===== src/rtl/fifo_rd_unpack.sv =====
// fifo_rd_unpack: drains a 16-bit FIFO in bursts once it reaches a threshold and streams each word out as two bytes
module fifo_rd_unpack #(
  parameter int IN_W      = 16,
  parameter int OUT_W     = 8,
  parameter int USEDW_W   = 8,
  parameter int START_TH  = 128,
  parameter bit LSB_FIRST = 1'b1
) (
  input  logic               sys_clk,
  input  logic               sys_rst_n,
  input  logic [IN_W-1:0]    fifo_rd_data,
  input  logic               fifo_rd_empty,
  input  logic               fifo_rd_full,
  input  logic [USEDW_W-1:0] fifo_rd_usedw,
  output logic               fifo_rd_req,
  output logic [OUT_W-1:0]   byte_data,
  output logic               byte_valid,
  input  logic               byte_ready,
  output logic               busy,
  output logic               burst_done,
  output logic [USEDW_W:0]   word_cnt
);
  typedef enum logic [2:0] {IDLE, REQ, LATCH, SEND0, SEND1} state_t;
  localparam logic [USEDW_W:0] TH = START_TH[USEDW_W:0];
  state_t state;
  logic [OUT_W-1:0] hold;
  logic [OUT_W-1:0] first_in, second_in;
  assign first_in    = LSB_FIRST ? fifo_rd_data[OUT_W-1:0] : fifo_rd_data[IN_W-1:OUT_W];
  assign second_in   = LSB_FIRST ? fifo_rd_data[IN_W-1:OUT_W] : fifo_rd_data[OUT_W-1:0];
  assign fifo_rd_req = (state == REQ) && !fifo_rd_empty;
  assign busy        = state != IDLE;
  // full covers the usedw wrap to 0 when the FIFO holds its maximum
  always_ff @(posedge sys_clk or negedge sys_rst_n) begin
    if (!sys_rst_n) begin
      state      <= IDLE;
      byte_valid <= 1'b0;
      byte_data  <= '0;
      hold       <= '0;
      burst_done <= 1'b0;
      word_cnt   <= '0;
    end else begin
      burst_done <= 1'b0;
      case (state)
        IDLE: if (fifo_rd_full || {1'b0, fifo_rd_usedw} >= TH) begin
          state    <= REQ;
          word_cnt <= '0;
        end
        REQ: if (!fifo_rd_empty) begin
          state    <= LATCH;
          word_cnt <= word_cnt + {{USEDW_W{1'b0}}, ~&word_cnt};
        end else begin
          state      <= IDLE;
          burst_done <= 1'b1;
        end
        LATCH: begin
          byte_data  <= first_in;
          hold       <= second_in;
          byte_valid <= 1'b1;
          state      <= SEND0;
        end
        SEND0: if (byte_ready) begin
          byte_data <= hold;
          state     <= SEND1;
        end
        SEND1: if (byte_ready) begin
          byte_valid <= 1'b0;
          state      <= REQ;
        end
        default: state <= IDLE;
      endcase
    end
  end
endmodule

===== config.mk =====
export PLATFORM = sky130hd
export DESIGN_NAME = fifo_rd_unpack
export DESIGN_NICKNAME = d
export VERILOG_FILES = /design/src/rtl/fifo_rd_unpack.sv
export SDC_FILE = /design/constraint.sdc
export NUM_CORES = 1
export LEC_CHECK = 0
export ABC_CLOCK_PERIOD_IN_PS = 2600
export BUFFER_PORTS_ARGS = -buffer_cell sky130_fd_sc_hd__buf_2
export CORE_MARGIN = 4
export CORE_UTILIZATION = 53
export CTS_BUF_LIST = sky130_fd_sc_hd__clkbuf_8 sky130_fd_sc_hd__clkbuf_16
export DETAILED_ROUTE_END_ITERATION = 7
export GPL_ROUTABILITY_DRIVEN = 0
export GPL_TIMING_DRIVEN = 0
export PLACE_DENSITY = 0.83
export SKIP_CTS_REPAIR_TIMING = 1
export SLEW_MARGIN = 20
export SYNTH_ARGS = -nofsm -noshare
export SYNTH_HDL_FRONTEND = slang
export SYNTH_SLANG_ARGS = --single-unit

===== constraint.sdc =====
create_clock -name sys_clk -period 2.6 [get_ports sys_clk]
set_input_delay 0.13 -clock sys_clk [delete_from_list [all_inputs] [get_ports sys_clk]]
set_output_delay 0.13 -clock sys_clk [all_outputs]
set_load 0.01 [all_outputs]

* Yosys cells after proc, flatten, opt, wreduce, memory -nomap -nowiden
Cells that the tools add are included.
** Operators by class
- $add $sub $neg :: 1
- Magnitude comparators :: 1
- Equal/unequal tests :: 8
- Muxes and demuxes :: 14
- Reduce and logical (&&, ||, !) cells :: 14
** Operators by type and width (count)
- 9-bit two-way mux :: 2
- 9-bit one-hot mux with 2 select lines :: 1
- 8-bit one-hot mux with 2 select lines :: 1
- 3-bit one-hot mux with 5 select lines :: 1
- 9-bit by 1-bit adder with 9-bit output :: 1
- 3-bit two-way mux :: 3
- 9-bit AND reduction :: 1
- 8-bit greater-or-equal comparator (second input constant) :: 1
- 8-bit two-way mux :: 1
- 2-bit != test (second input constant) :: 4
- 3-bit by 2-bit equality test with 1-bit output (second input constant) :: 2
- 3-bit AND reduction :: 2
- 2-bit nonzero test :: 3
- 2-bit AND reduction :: 2
- 3-bit by 1-bit equality test with 1-bit output (second input constant) :: 1
- 3-bit equality test (second input constant) :: 1
- 3-bit zero test :: 1
- 1-bit two-way mux :: 3
- 3-bit nonzero test :: 1
- 1-bit zero test :: 2
- 2-bit two-way mux :: 1
- 1-bit one-hot mux with 2 select lines :: 1
- 1-bit logical AND :: 1
- 1-bit logical OR :: 1
** Word-level totals
- Flip-flop bits (word level) :: 30
- Input port bits :: 29
- Output and inout bits :: 21
- Logic and storage cells :: 44

* Logic depth before layout (Yosys ltp)
- Depth after elaboration :: 5
- Mapped depth :: 7
- Gate-level depth less buffers :: 7

* Worst setup path before layout
No wires, ideal clock.
- Kind :: register to register
- From :: register word_cnt[4]
- To :: register word_cnt[8]
- Library setup time :: 0.130 ns
- Arrival time :: 1.640 ns
- Required time :: 2.470 ns
- Path slack :: 0.830 ns
- Stages on the path, launching flop included :: 8
- Path buffers :: 0
- Period minus slack after synthesis :: 1.770 ns
- Cells stage by stage :: dfrtp_1 nand4_1 or3_1 ha_1 ha_1 nand3_1 nor3_1 mux2i_1
** Between the ends
- Word-level cells in the longest chain between the ends :: 5
** RTL lines
- start: declaration :: line 21 : output logic [USEDW_W:0] word_cnt
- start signal: assignment :: line 50 : word_cnt <= word_cnt + {{USEDW_W{1'b0}}, ~&word_cnt};
- 9-bit AND reduction :: line 50
- 1-bit zero test :: line 50
- 9-bit by 1-bit adder with 9-bit output (*) :: line 50
- 9-bit two-way mux (*) :: line 48 : REQ: if (!fifo_rd_empty) begin
- 9-bit one-hot mux with 2 select lines (*) :: line 43 : case (state)
Every way passes the cells marked *; elsewhere a longest branch is shown, timed or not. The select of a mux whose other input is x is not followed.
A chain may end at the register's enable or synchronous reset.

* Final worst setup path
- From :: register word_cnt[6]
- To :: register word_cnt[4]
** Between the ends
- Word-level cells in the longest chain between the ends :: 5
** RTL lines (line)
- 9-bit AND reduction :: 50
- 1-bit zero test :: 50
- 9-bit by 1-bit adder with 9-bit output :: 50
- 9-bit two-way mux :: 48
- 9-bit one-hot mux with 2 select lines :: 43
Every way passes these cells. The select of a mux whose other input is x is not followed.

==> PnR_summary.wiki <==
{| class="wikitable"
! Metric !! Value
|-
| Post-synthesis adder-cell area fraction || 0.0173
|-
| Post-Route Skew || about 0.0046 ns
|-
| Fraction of final layout cells sized beyond drive strength 1 || 0.424
|-
| Simple-gate share of the synthesized area || 0.122
|-
| Crit path required time || about 2.8 ns
|-
| Cells after synthesis || approximately 130
|-
| Final critical-path share of the clock period || 0.732
|-
| Area fraction in compound gates after synthesis || 0.111
|-
| Setup repair after global routing missed its margin || false
|-
| Post-route antenna net violation count || 0
|-
| Static Leak || approximately 0.85 nW
|-
| Kind of end point of the critical path || flip-flop
|-
| Worst Setup Path Type || reg2reg
|-
| Fin crit period || about 1.9 ns
|-
| Largest family of logic cells by synthesized area || multiplexers
|-
| Placed wire-length estimate || ~2400 um
|-
| Starting Density || 0.569
|-
| Root Buffer Master || sky130_fd_sc_hd__clkbuf_8
|-
| Overall die height || approximately 60 um
|-
| Flop and latch count out of synthesis || 30
|-
| Drt first pass iters || 4
|-
| Post-Synthesis Cell Area || approximately 0.0014 sq mm
|-
| Cell depth of the worst min-delay path || 2
|-
| Global router's overall resource usage || 0.211
|-
| Proportion of synthesized chip area in sequential cells || 0.518
|-
| Final-report max-slew violation count || 0
|-
| Ratio of total power to cell area || between 1000 and 1500 mW/mm^2
|-
| Total DRC errors in the routed layout || 0
|-
| Post-route total power || between 1.5 and 2 mW
|-
| Largest voltage drop on the vdd net || between 0.7 and 0.8 mV
|-
| Total clock sinks || 30
|-
| Arrival time worst endpoint || between 2 and 2.5 ns
|-
| TritonCTS clock tree || built
|-
| Setup-failing EPs final || 0
|-
| Synthesized net count || approximately 160
|-
| Number of failing hold endpoints at the final stage || 0
|-
| Die extent in x || 60.3 um
|-
| Number of clock buffers inserted by TritonCTS || 5
|-
| Std cell rows || 18
|-
| Total number of yosys warnings || 0
|-
| Netlist cell types || 28
|-
| # Max-Cap Violations || 0
|-
| Asr flop ratio synth || 1.00
|-
| Tightest Hold Check Type || in2reg
|-
| Core region area || 0.00254 sq mm
|-
| Clock Pin Slew Worst Setup and Hold Paths || around 0.060 ns
|-
| Violation count after the first detailed-routing iteration || 40
|-
| Port bufs || between 40 and 50
|-
| Slew margin rel. || 0.439
|-
| DR vias || roughly 1,200
|-
| Setup total negative slack || 0 ns
|-
| Layout Nets || 207
|-
| Leftover overflow at the end of global routing || 0
|-
| Result of the run || finished, final reports clean
|-
| Top FF cell, synth || sky130_fd_sc_hd__dfrtp_1
|-
| Clock latency reported for the late side of the worst-skew pair || 0.28 ns
|-
| Crit start category || flip-flop
|-
| Pin slew with the least headroom to its limit || about 0.84 ns
|-
| Average vias per placed instance || approximately 5.8
|-
| Depth of the worst register-to-register path || 7
|-
| Pin count of the biggest net entering global routing || 31
|-
| Longest Clk Path Bufs || 2
|-
| Number of ports placed on the die boundary || 50
|-
| DIE AREA || between 0.003 and 0.004 sq mm
|-
| H-tree levels || 2
|-
| Multiplexer share of the synthesized area || 0.207
|-
| Area growth from synthesis to final layout || 24.1%
|-
| Avg Inst Size Synth || 11.5 sq um
|-
| Xor/xnor cell area share of the yosys netlist || 0
|-
| Post-detailed-route wirelength per cell || 15.9 um
|-
| Number of antenna violations at the first check in global routing || 0
|-
| Wire length of the first global-routing pass || between 5000 and 6000 um
|-
| Highest clock frequency the design can meet || roughly 530 MHz
|-
| Total Routed Length || roughly 3300 um
|-
| N_diodes || 0
|-
| Largest fanout on the critical path || 6
|-
| Number of flops mapped to enable cells by yosys || 0
|-
| Vias in the first global route || ~1,300
|}
synth_stat cells, types with 3 or more instances:
cell                        n  share of area
sky130_fd_sc_hd__a21oi_1    6          0.021
sky130_fd_sc_hd__clkbuf_1   3         0.0078
sky130_fd_sc_hd__dfrtp_1   30           0.52
sky130_fd_sc_hd__inv_1      5          0.013
sky130_fd_sc_hd__mux2_2    24           0.19
sky130_fd_sc_hd__mux2i_1    3          0.021
sky130_fd_sc_hd__nand2_1    8          0.021
sky130_fd_sc_hd__nand3_1    5          0.017
sky130_fd_sc_hd__nor3_1     5          0.017
sky130_fd_sc_hd__o21ai_0    6          0.021
sky130_fd_sc_hd__o31ai_1    4          0.021
sky130_fd_sc_hd__or3_1      5          0.022
cell type report:
| type | count | area (sq um) |
|---|---|---|
| Timing Repair Buffer | 43 | 220 |
| Fill cell | 207 | 747 |
| Sequential cell | 30 | 751 |
| Clock buffer | 6 | 82.6 |
| Clock inverter | 2 | 8.76 |
| Tap cell | 30 | 37.5 |
| Inverter | 5 | 18.8 |
| Multi-Input combinational cell | 87 | 663 |
| Buffer | 4 | 16.3 |
metal layers:
metal | vias up | GRT usage | share of wire
met4 | 0 | 0.108 | 0.016
met2 | 38 | 0.360 | 0.51
met5 | - | 0 | 0
li1 | 565 | - | -
met3 | 7 | 0.0605 | 0.067
met1 | 589 | 0.238 | 0.41
worst max-delay path, cell delays in order, from the launching register on:
cell and delay, ns:
sky130_fd_sc_hd__dfrtp_1 0.42, sky130_fd_sc_hd__nand4_1 0.13, sky130_fd_sc_hd__or3_1 0.39, sky130_fd_sc_hd__ha_1 0.23, sky130_fd_sc_hd__ha_1 0.21, sky130_fd_sc_hd__nand3_1 0.18
sky130_fd_sc_hd__a211oi_1 0.10, sky130_fd_sc_hd__o21ai_0 0.17
registers in the layout, summed over array words and instances (netlist names):
register    cells
burst_done      1
byte_data       8
state           3
word_cnt        9
byte_valid      1
hold            8
where the power goes:
group          switching [mW]  internal (mW)
clock network           0.171          0.209
logic                   0.386          0.384
registers               0.109          0.641
metrics by stage:
stage | instances | utilization | setup WS, ns | hold slack [ns] | instance area, sq um
6_report | 207 | 0.706 | 0.696 | 0.0787 | 1800
5_1_grt | 207 | 0.706 | 0.539 | 0.0718 | 1800
4_1_cts | 206 | 0.703 | 0.689 | -0.104 | 1790
3_5_place_dp | 198 | 0.667 | 0.709 | 0.197 | 1700
3_3_place_gp | 198 | 0.667 | 0.762 | 0.186 | 1700
2_1_floorplan | 126 | - | 0.830 | -0.166 | 1450
cells by family after synthesis:
logic type               count (synthesis)
AND/OR/NAND/NOR                         33
flip-flops                              30
multiplexers                            27
AO/OA/AOI/OAI                           25
buffers and inverters                    9
adder cells (fa/ha/maj)                  2
placed cells by master, fill, tap and decap left out:
master / instances
sky130_fd_sc_hd__nand3b_1: 1
sky130_fd_sc_hd__a21bo_2: 1
sky130_fd_sc_hd__or4_1: 2
sky130_fd_sc_hd__inv_1: 6
sky130_fd_sc_hd__o22ai_1: 1
sky130_fd_sc_hd__or4b_1: 1
sky130_fd_sc_hd__dfrtp_1: 30
sky130_fd_sc_hd__a211oi_1: 2
sky130_fd_sc_hd__mux2i_1: 3
sky130_fd_sc_hd__a211o_1: 1
sky130_fd_sc_hd__clkinv_2: 1
sky130_fd_sc_hd__mux2_2: 24
sky130_fd_sc_hd__or3_1: 5
sky130_fd_sc_hd__buf_2: 43
sky130_fd_sc_hd__nand2b_1: 2
sky130_fd_sc_hd__o41ai_1: 1
sky130_fd_sc_hd__clkbuf_1: 3
sky130_fd_sc_hd__a21oi_1: 6
sky130_fd_sc_hd__nor3_1: 5
sky130_fd_sc_hd__nand2_1: 8
sky130_fd_sc_hd__nor2_1: 2
sky130_fd_sc_hd__dlygate4sd3_1: 1
sky130_fd_sc_hd__nand4_1: 2
sky130_fd_sc_hd__o211ai_1: 1
sky130_fd_sc_hd__a21o_1: 1
sky130_fd_sc_hd__o21bai_1: 1
sky130_fd_sc_hd__clkbuf_8: 6
sky130_fd_sc_hd__o31ai_1: 4
sky130_fd_sc_hd__ha_1: 2
sky130_fd_sc_hd__o21ai_0: 6
sky130_fd_sc_hd__nand3_1: 5
final timing paths:
path / slack (ns) / end / start
worst max-delay path: 0.70 / word_cnt[4]$_DFFE_PN0P_ / word_cnt[6]$_DFFE_PN0P_
worst min-delay path: 0.08 / hold[4]$_DFFE_PN0P_ / fifo_rd_data[12]
worst max register to register: 0.70 / word_cnt[4]$_DFFE_PN0P_ / word_cnt[6]$_DFFE_PN0P_
worst min register to register: 0.51 / hold[7]$_DFFE_PN0P_ / hold[7]$_DFFE_PN0P_
max in group asynchronous: 1.76 / hold[6]$_DFFE_PN0P_ / sys_rst_n
min in group asynchronous: 0.41 / word_cnt[5]$_DFFE_PN0P_ / sys_rst_n
Note: power is estimated with default switching activity, not from simulation.
